### config.mk
export PLATFORM = sky130hd
export DESIGN_NAME = mult_seq_shift_add_flat
export DESIGN_NICKNAME = d
export VERILOG_FILES = /design/src/rtl/mult_seq_shift_add_if.sv /design/src/rtl/mult_seq_shift_add.sv /design/src/flat_wrapper.sv
export SDC_FILE = /design/constraint.sdc
export NUM_CORES = 1
export LEC_CHECK = 0
export ABC_CLOCK_PERIOD_IN_PS = 2500
export CORE_MARGIN = 2
export CORE_UTILIZATION = 35
export CTS_CLUSTER_SIZE = 20
export DETAILED_ROUTE_END_ITERATION = 8
export GPL_TIMING_DRIVEN = 0
export PLACE_DENSITY_LB_ADDON = 0.2
export SYNTH_ARGS = -nofsm -noshare
export SYNTH_HDL_FRONTEND = slang
export SYNTH_SLANG_ARGS = --single-unit
### constraint.sdc
create_clock -name Clock -period 2.5 [get_ports Clock]
set_clock_uncertainty 0.15 [all_clocks]
set_input_delay 0.5 -clock Clock [delete_from_list [all_inputs] [get_ports Clock]]
set_output_delay 0.5 -clock Clock [all_outputs]
set_load 0.05 [all_outputs]
### src/rtl/mult_seq_shift_add_if.sv
// Start/busy/done handshake and operand/product bus for mult_seq_shift_add.
interface mult_seq_shift_add_if #(
    parameter int unsigned SIZE = 16
);
    logic              iStart;
    logic [SIZE-1:0]   iA;
    logic [SIZE-1:0]   iB;
    logic              oBusy;
    logic              oDone;
    logic [2*SIZE-1:0] oResult;

    modport master (output iStart, iA, iB, input  oBusy, oDone, oResult);
    modport slave  (input  iStart, iA, iB, output oBusy, oDone, oResult);
endinterface

### src/rtl/mult_seq_shift_add.sv
// Iterative shift-and-add multiplier retiring one multiplier bit per clock.
// Build option MULT_SEQ_SIGNED_EN selects two's-complement operands (radix-2 Booth).
module mult_seq_shift_add #(
    parameter int unsigned SIZE = 16
) (
    input  logic                 Clock,
    input  logic                 Reset,
    mult_seq_shift_add_if.slave  bus
);
    localparam int unsigned CNT_W = $clog2(SIZE + 1);
    localparam int unsigned PW    = 2 * SIZE;

    typedef enum logic [1:0] {IDLE, BUSY, DONE} state_t;

    state_t           state, state_nxt;
    logic [PW-1:0]    mcand, mcand_nxt;
    logic [PW-1:0]    acc, acc_nxt, acc_step;
    logic [PW-1:0]    result, result_nxt;
    logic [SIZE-1:0]  mplier, mplier_nxt;
    logic [CNT_W-1:0] cnt, cnt_nxt;
    logic             busy, busy_nxt;
    logic             done, done_nxt;
    logic [PW-1:0]    ext_a;
    logic             prev, prev_nxt;

`ifdef MULT_SEQ_SIGNED_EN
    assign ext_a = {{SIZE{bus.iA[SIZE-1]}}, bus.iA};

    // Booth pair {current LSB, previous LSB}: 01 adds, 10 subtracts
    always_comb begin
        acc_step = acc;
        case ({mplier[0], prev})
            2'b01:   acc_step = acc + mcand;
            2'b10:   acc_step = acc - mcand;
            default: acc_step = acc;
        endcase
    end
`else
    assign ext_a = {SIZE'(0), bus.iA};

    always_comb begin
        acc_step = mplier[0] ? (acc + mcand) : acc;
    end
`endif

    // Next-state and next-output logic
    always_comb begin
        state_nxt  = state;
        mcand_nxt  = mcand;
        mplier_nxt = mplier;
        acc_nxt    = acc;
        result_nxt = result;
        cnt_nxt    = cnt;
        prev_nxt   = prev;
        busy_nxt   = busy;
        done_nxt   = 1'b0;

        case (state)
            IDLE, DONE: begin
                busy_nxt  = 1'b0;
                state_nxt = IDLE;
                if (bus.iStart) begin
                    mcand_nxt  = ext_a;
                    mplier_nxt = bus.iB;
                    acc_nxt    = '0;
                    cnt_nxt    = '0;
                    prev_nxt   = 1'b0;
                    busy_nxt   = 1'b1;
                    state_nxt  = BUSY;
                end
            end
            BUSY: begin
                acc_nxt    = acc_step;
                mcand_nxt  = mcand << 1;
                mplier_nxt = mplier >> 1;
                prev_nxt   = mplier[0];
                cnt_nxt    = cnt + CNT_W'(1);
                if (cnt == CNT_W'(SIZE - 1)) begin
                    result_nxt = acc_step;
                    busy_nxt   = 1'b0;
                    done_nxt   = 1'b1;
                    state_nxt  = DONE;
                end
            end
            default: begin
                busy_nxt  = 1'b0;
                state_nxt = IDLE;
            end
        endcase
    end

    always_ff @(posedge Clock or negedge Reset) begin
        if (!Reset) begin
            state  <= IDLE;
            mcand  <= '0;
            mplier <= '0;
            acc    <= '0;
            result <= '0;
            cnt    <= '0;
            prev   <= 1'b0;
            busy   <= 1'b0;
            done   <= 1'b0;
        end else begin
            state  <= state_nxt;
            mcand  <= mcand_nxt;
            mplier <= mplier_nxt;
            acc    <= acc_nxt;
            result <= result_nxt;
            cnt    <= cnt_nxt;
            prev   <= prev_nxt;
            busy   <= busy_nxt;
            done   <= done_nxt;
        end
    end

    assign bus.oBusy   = busy;
    assign bus.oDone   = done;
    assign bus.oResult = result;
endmodule

### src/flat_wrapper.sv
// flat-port wrapper written by rule: the top's interface ports become plain ports
module mult_seq_shift_add_flat 
#(
    parameter int unsigned SIZE = 16
)
  (Clock, Reset, bus_iStart, bus_iA, bus_iB, bus_oBusy, bus_oDone, bus_oResult);
  mult_seq_shift_add_if #(.SIZE(SIZE)) bus_i ();
  input  logic Clock;
  input  logic Reset;
  input wire logic [$bits(bus_i.iStart)-1:0] bus_iStart;
  input wire logic [$bits(bus_i.iA)-1:0] bus_iA;
  input wire logic [$bits(bus_i.iB)-1:0] bus_iB;
  output wire logic [$bits(bus_i.oBusy)-1:0] bus_oBusy;
  output wire logic [$bits(bus_i.oDone)-1:0] bus_oDone;
  output wire logic [$bits(bus_i.oResult)-1:0] bus_oResult;
  assign bus_i.iStart = bus_iStart;
  assign bus_i.iA = bus_iA;
  assign bus_i.iB = bus_iB;
  assign bus_oBusy = bus_i.oBusy;
  assign bus_oDone = bus_i.oDone;
  assign bus_oResult = bus_i.oResult;
  mult_seq_shift_add #(.SIZE(SIZE)) u_core (.Clock(Clock), .Reset(Reset), .bus(bus_i));
endmodule
==> metrics.md, run 1 <==
| Metric | Value |
|---|---|
| Number of global-route vias before repair | just under 6000 |
| Remaining DRCs | 0 |
| Power per cell area | 1610 nW/um^2 |
| CP startpoint | u_core.mcand[0] |
| DPL Wire Length | between 10 and 15 mm |
| Diode count | 0 |
| Top cell type's share of synthesized area | approximately 46% |
| Max-Cap Viols | 0 |
| Initial antenna violation count | 0 |
| Sequential-to-total area share from yosys stat | between 40 and 50% |
| Failing checks | setup timing |
| Filler cell count | approximately 1700 |
| # nets final | slightly below 900 |
| Main synth FF type | dfrtp_1 |
| Hold path depth | 2 |
| First-pass GRT wire length | ~31 mm |
| Fin. max-slew vios | 0 |
| Req. time, crit path | 2.65 ns |
| LEAKAGE | between 4 and 5 nW |
| Worst min path class | register to register |
| Final Cell Area | approximately 9000 um^2 |
| Layout cell share with drive strength beyond 1 | 17.9% |
| Longest Clk Path Bufs | 2 |
| WS Path Type | register to register |
| Row count | 50 |
| Worst r2r dst | u_core.bus.oResult[24] |
| Total core area | 18600 um^2 |
| CTS tree | done |
| Initial core utilization | 35.4% |
| Fmax | between 300 and 400 MHz |
| Syn nets | 770 |
| DIE WIDTH | approximately 140 um |
| Synth area leader | dfrtp_1 |
| Setup WS pre-CTS | -0.611 ns |
| CP Capture Type | register |
| Total power | 14.4 mW |
| Syn Inst Count | 701 |
| Tcrit/Tclk final | 111% |
| DP Area | between 7000 and 8000 um^2 |
| Die area | ~20000 um^2 |
| Crit-path max FO | 3 |
| Hold Violations, Final | 0 |
| Hold Startpoint | u_core.bus.oResult[8] |
| ANT nets after route | 0 |
| Clk sinks | 121 |
| R2R Setup Slk | -0.27 ns |
| Initial drt markers | about 270 |
| Status | finished, violations left |
| Netlist cell types | 51 |
| WL per Instance | approximately 18 um |
| Pin count of the biggest net entering global routing | roughly 80 |
| Non-filler instance count after layout | approximately 1100 |
| Worst Tran Pin Value | roughly 0.88 ns |
| Worst slew margin | between 40% and 50% |
| Htree depth | 4 |
| Root buffer cell | clkbuf_16 |
| DP Cell Count | roughly 1000 |
| Synthesized cell area | between 6000 and 7000 um^2 |
| IO Port Bufs | approximately 70 |
| CTS buffer count | 17 |
| IO Pins | 69 |
| Vias | ~5700 |
| EDFF count, synth | 0 |
| CP arrival | roughly 2.9 ns |
| Peak supply drop | between 0.0007 and 0.0008 V |
| YS warnings | 0 |
| Routed WL | about 19 mm |
| Overflow after GRT | 0 |
| Final setup violation count | 27 |
| Worst r2r path cells | 10 |
| Worst flop-to-flop path startpoint | u_core.mcand[0] |
| Skew-Pair Late Insertion Delay | approximately 0.42 ns |
| Worst setup margin | -0.268 ns |
| Synthesized area per cell | between 9 and 10 um^2 |
| Clock transition at path regs | approximately 0.060 ns |
| CP Launch Type | register |
| Crit path to | u_core.bus.oResult[24] |
| Routability Congestion | around 0.90 |
| Height of the die | about 140 um |
| Vias per std cell | about 5.4 |
| Unrepaired setup endpoints after global routing | true |
| GRT Util Overall | between 20% and 30% |
| Dominant cells by area after synthesis | dfrtp_1, nand2_1, ha_1 |
| Minimum clock period | between 2 and 3 ns |
| Number of register bits inferred by synthesis | approximately 120 |
| FFs w/ async S/R, synth | 100% |
| DR pass1 iterations | 4 |
| Syn-to-layout area delta | 36.2% |
-- per-layer routing --
| metal | up-vias | wire, um | track usage [%] | share of wire, % |
|---|---|---|---|---|
| met4 | 0 | 339 | 7.05 | 1.7 |
| li1 | 2753 | - | - | - |
| met5 | - | 0 | 0 | 0 |
| met1 | 2812 | 8930 | 26.7 | 46 |
| met3 | 26 | 987 | 4.55 | 5.1 |
| met2 | 139 | 9140 | 32.4 | 47 |
-- cell type report --
type / instances / area [um^2] / area share (%)
inverter: 14 / 52.6 / 0.587
sequential: 121 / 3040 / 33.9
timing repair buffer: 92 / 892 / 9.96
multi-input combinational: 527 / 3910 / 43.6
buffer: 35 / 138 / 1.54
tap: 234 / 293 / 3.27
clock inverter: 11 / 169 / 1.89
clock buffer: 21 / 470 / 5.25
-- synth_stat cells (all sizes together), types with 2 or more instances --
| master | n |
|---|---|
| a22oi | 30 |
| dfrtp | 121 |
| a22o | 24 |
| nand4 | 7 |
| mux2 | 5 |
| nand3 | 38 |
| buf | 8 |
| nor3 | 5 |
| inv | 14 |
| a31oi | 10 |
| a21boi | 2 |
| ha | 33 |
| o211ai | 2 |
| nand2b | 2 |
| and2 | 8 |
| or3 | 6 |
| clkbuf | 31 |
| a211oi | 3 |
| o21ai | 63 |
| nor2 | 19 |
| o21a | 2 |
| mux2i | 21 |
| a21oi | 31 |
| xnor2 | 16 |
| and3 | 8 |
| a21o | 20 |
| nand4b | 3 |
| nor2b | 5 |
| nand2 | 129 |
| o31ai | 3 |
| xor2 | 11 |
| o21bai | 6 |
-- registers in the layout, indices dropped and copies added (netlist names) --
signal              flops
u_core.acc             32
u_core.cnt              5
u_core.mcand           32
u_core.bus.oBusy        1
u_core.state            2
u_core.bus.oResult     32
u_core.mplier          16
u_core.bus.oDone        1
-- kinds of logic (layout without fill, tap and decap cells) --
logic type	Yosys count	count (layout)	synth area share (%)
compound gates	206	206	20.7
xor+xnor	27	27	3.60
fa+ha+maj	34	34	6.58
buf+inv	53	173	3.04
flops	121	121	46.0
mux	26	26	4.05
simple gates	234	234	16.0
-- cell usage in the layout, fill, tap and decap left out, drive strengths merged, types with 7 or more instances in the layout --
master / instances
a22oi: 30
clkdlybuf4s50: 67
mux2i: 21
and3: 8
nor2: 19
nand4: 7
dfrtp: 121
and2: 8
xnor2: 16
nand2: 129
ha: 33
o21ai: 63
buf: 31
nand3: 38
a22o: 24
a21oi: 31
xor2: 11
inv: 14
a31oi: 10
a21o: 20
clkbuf: 49
-- worst min-delay path by stage --
stage                              to  slack, ns
2_1_floorplan           u_core.acc[0]       0.05
3_3_place_gp         u_core.mplier[4]       0.31
3_5_place_dp   u_core.bus.oResult[11]       0.31
4_1_cts         u_core.bus.oResult[7]       0.33
5_1_grt              u_core.mplier[2]       0.34
6_report        u_core.bus.oResult[8]       0.33
-- what timing repair did --
| item | 4_1_cts | 5_1_grt |
|---|---|---|
| endpoints found under the setup margin | 46 | 54 |
| resized for setup | 80 | 49 |
| pin swaps | 29 | 20 |
| hold buffers | 1 | 0 |
| buffers inserted | 14 | 8 |
| endpoints found under the hold margin | 44 | 0 |
-- report_power, final --
part           switching [mW]  internal (mW)  total (mW)
clock                   0.908           1.74        2.65
combinational            4.75           3.38        8.13
sequential              0.787           2.85        3.63
-- worst max-delay path: stages (launching register included) --
cell,delay [ns]
dfrtp_2,0.44
ha_4,0.19
fa_2,0.35
a21o_1,0.18
and3_4,0.20
o21a_4,0.21
o21bai_4,0.21
a21oi_2,0.09
or3_4,0.39
a31oi_4,0.17
o21ai_1,0.07
-- stage by stage --
step / hold WS [ns] / util [%] / setup TNS, ns
after CTS: 0.332 / 46.7 / -3.70
after detailed placement: 0.308 / 41.0 / -26.86
final: 0.329 / 48.2 / -3.25
after global placement: 0.309 / 40.8 / -508.69
after global routing: 0.339 / 48.2 / -7.13
after floorplan: 0.0544 / - / -0.306
Power figures use the tool's default switching activity.
==> run 2: changes to the inputs <==
--- a/config.mk
+++ b/config.mk
@@ -6,6 +6,7 @@
 export NUM_CORES = 1
 export LEC_CHECK = 0
 export ABC_CLOCK_PERIOD_IN_PS = 2500
+export CAP_MARGIN = 10
 export CORE_MARGIN = 2
 export CORE_UTILIZATION = 35
 export CTS_CLUSTER_SIZE = 20
==> results of run 2 <==
The final DEF is identical to that of run 1; final timing and power are the same.
==> run 3: changes to the inputs <==
--- a/config.mk
+++ b/config.mk
@@ -7,10 +7,10 @@
 export LEC_CHECK = 0
 export ABC_CLOCK_PERIOD_IN_PS = 2500
 export CAP_MARGIN = 10
-export CORE_MARGIN = 2
 export CORE_UTILIZATION = 35
 export CTS_CLUSTER_SIZE = 20
 export DETAILED_ROUTE_END_ITERATION = 8
+export GPL_ROUTABILITY_DRIVEN = 0
 export GPL_TIMING_DRIVEN = 0
 export PLACE_DENSITY_LB_ADDON = 0.2
 export SYNTH_ARGS = -nofsm -noshare
==> run 3 against run 2 <==
Compared with the run above: the run ends with DRC, setup timing left; power decreased by 0.66%; setup slack got worse by 0.032 ns; final area decreased by 0.67%; non-clock buffer count increased by 5; worst hold slack got worse by 0.0013 ns; register-to-register slack got worse by 0.03 ns; sequential power decreased by 1%; core utilization increased by 0.65 points; clock power decreased by 5%; highest routed layer unchanged.
==> metrics.md, run 3 (synthesis results as in run 1) <==
| Metric | Value |
|---|---|
| Layout cell share with drive strength beyond 1 | between 10% and 20% |
| Diode count | 0 |
| R2R Setup Slk | -0.30 ns |
| Row count | 49 |
| Most frequent cells in the layout | nand2_1, dfrtp_1, clkdlybuf4s50_1 |
| Routed WL | 19.4 mm |
| DIE WIDTH | around 140 um |
| CP Capture Type | register |
| Worst setup margin | -0.300 ns |
| WS Path Type | register to register |
| Fmax | around 360 MHz |
| Clk sinks | approximately 120 |
| Skew-Pair Late Insertion Delay | 0.43 ns |
| DPL Wire Length | ~13 mm |
| Req. time, crit path | 2.66 ns |
| Max-Cap Viols | 0 |
| Minimum clock period | 2.80 ns |
| CTS tree | done |
| Status | finished, violations left |
| Height of the die | between 100 and 150 um |
| Tcrit/Tclk final | 112% |
| ANT nets after route | 0 |
| CTS buffer count | 17 |
| Hold Startpoint | u_core.mplier[1] |
| Number of global-route vias before repair | ~5800 |
| Unrepaired setup endpoints after global routing | true |
| Power per cell area | 1610 nW/um^2 |
| Hold Violations, Final | 0 |
| DR pass1 iterations | 9 |
| Remaining DRCs | 1 |
| Initial antenna violation count | 0 |
| Initial drt markers | 383 |
| IO Port Bufs | 68 |
| Vias per std cell | about 5.5 |
| Total core area | about 18000 um^2 |
| Overflow after GRT | 0 |
| Worst Tran Pin Value | roughly 0.9 ns |
| Root buffer cell | clkbuf_16 |
| Clock transition at path regs | about 0.06 ns |
| CP arrival | between 2 and 3 ns |
| Final setup violation count | 34 |
| Worst r2r path cells | 10 |
| GRT Util Overall | approximately a fifth |
| Vias | approximately 5800 |
| Pin count of the biggest net entering global routing | just under 90 |
| Worst flop-to-flop path startpoint | u_core.mcand[0] |
| WL per Instance | around 18 um |
| LEAKAGE | slightly above 4 nW |
| Most common cell after layout, fill and taps aside | nand2_1 |
| Initial core utilization | approximately 36% |
| Peak supply drop | slightly below 0.0007 V |
| Worst slew margin | 39.9% |
| Die area | approximately 19000 um^2 |
| Htree depth | 4 |
| Syn-to-layout area delta | 35.3% |
| Min Hold Slack | 0.327 ns |
| Total power | between 10 and 15 mW |
| WHS Endpoint | u_core.mplier[1] |
| First-pass GRT wire length | between 30 and 40 mm |
| Longest Clk Path Bufs | 2 |
| Hold path depth | 2 |
| Worst r2r dst | u_core.bus.oResult[28] |
| IO Pins | between 60 and 70 |
| Failing checks | DRC, setup timing |
| Final core utilization | approximately half |
| Worst min path class | register to register |
| CP Launch Type | register |
| Crit-path max FO | 3 |
| Setup WS pre-CTS | -0.547 ns |
| # nets final | between 800 and 900 |
| CP startpoint | u_core.mcand[0] |
| Fin. max-slew vios | 0 |
## run 3: area by class of cell
cell class              count  area, um^2
fillers                  1618        9310
multi-input cells         527        3840
flip-flops and latches    121        3030
repair buffers             96         930
clock buffers              22         494
well taps                 229         287
plain buffers              36         145
clock inverters            10         115
inverters                  14        52.6
## run 3: worst max-delay path, stage by stage, from the launching register on
cell and delay [ns]:
dfrtp_2 0.45, ha_4 0.18, fa_2 0.33, a21o_1 0.20, and3_4 0.19, o211ai_4 0.20
a311oi_2 0.16, o31ai_2 0.28, a21oi_2 0.12, mux2i_1 0.13, a311o_1 0.27
## run 3: power by group
part           internal [mW]  total [mW]  leakage (nW)  switching [mW]
logic                   3.36        8.22          2.20            4.86
registers               2.85        3.59          1.53           0.740
clock network           1.60        2.51         0.295           0.914
## run 3: repair_timing
action,CTS,global route
endpoints found under the setup margin,46,54
cloned,0,0
pin swaps,36,26
hold buffers,1,0
hold endpoints to repair,35,0
setup buffers,14,12
gates resized for setup,75,64
## run 3: how the worst max path moves through the flow
stage	end	slack [ns]	cells past startpoint
CTS	u_core.bus.oResult[26]	-0.35	10
finish	u_core.bus.oResult[28]	-0.30	10
detailed placement	u_core.bus.oResult[13]	-0.55	8
floorplan	u_core.bus.oResult[24]	-0.1	10
global placement	u_core.bus.oResult[27]	-4.03	1
global route	u_core.bus.oResult[28]	-0.38	10
## run 3: through the flow
stage               cell area, um^2  instances  setup TNS, ns
floorplan                      6610        701         -0.306
global placement               7580        998        -508.65
detailed placement             7610        999         -24.80
CTS                            8620       1044          -4.03
global route                   8900       1055          -7.78
finish                         8900       1055          -4.28
## run 3: metal layers
metal  vias up  wire, um  track usage, %  share of wire (%)
met2       135      8870            32.6                 46
met1      2849      9250            28.1                 48
met5         -         0               0                  0
li1       2754         -               -                  -
met4         0       384            7.60                2.0
met3        30       911            4.73                4.7
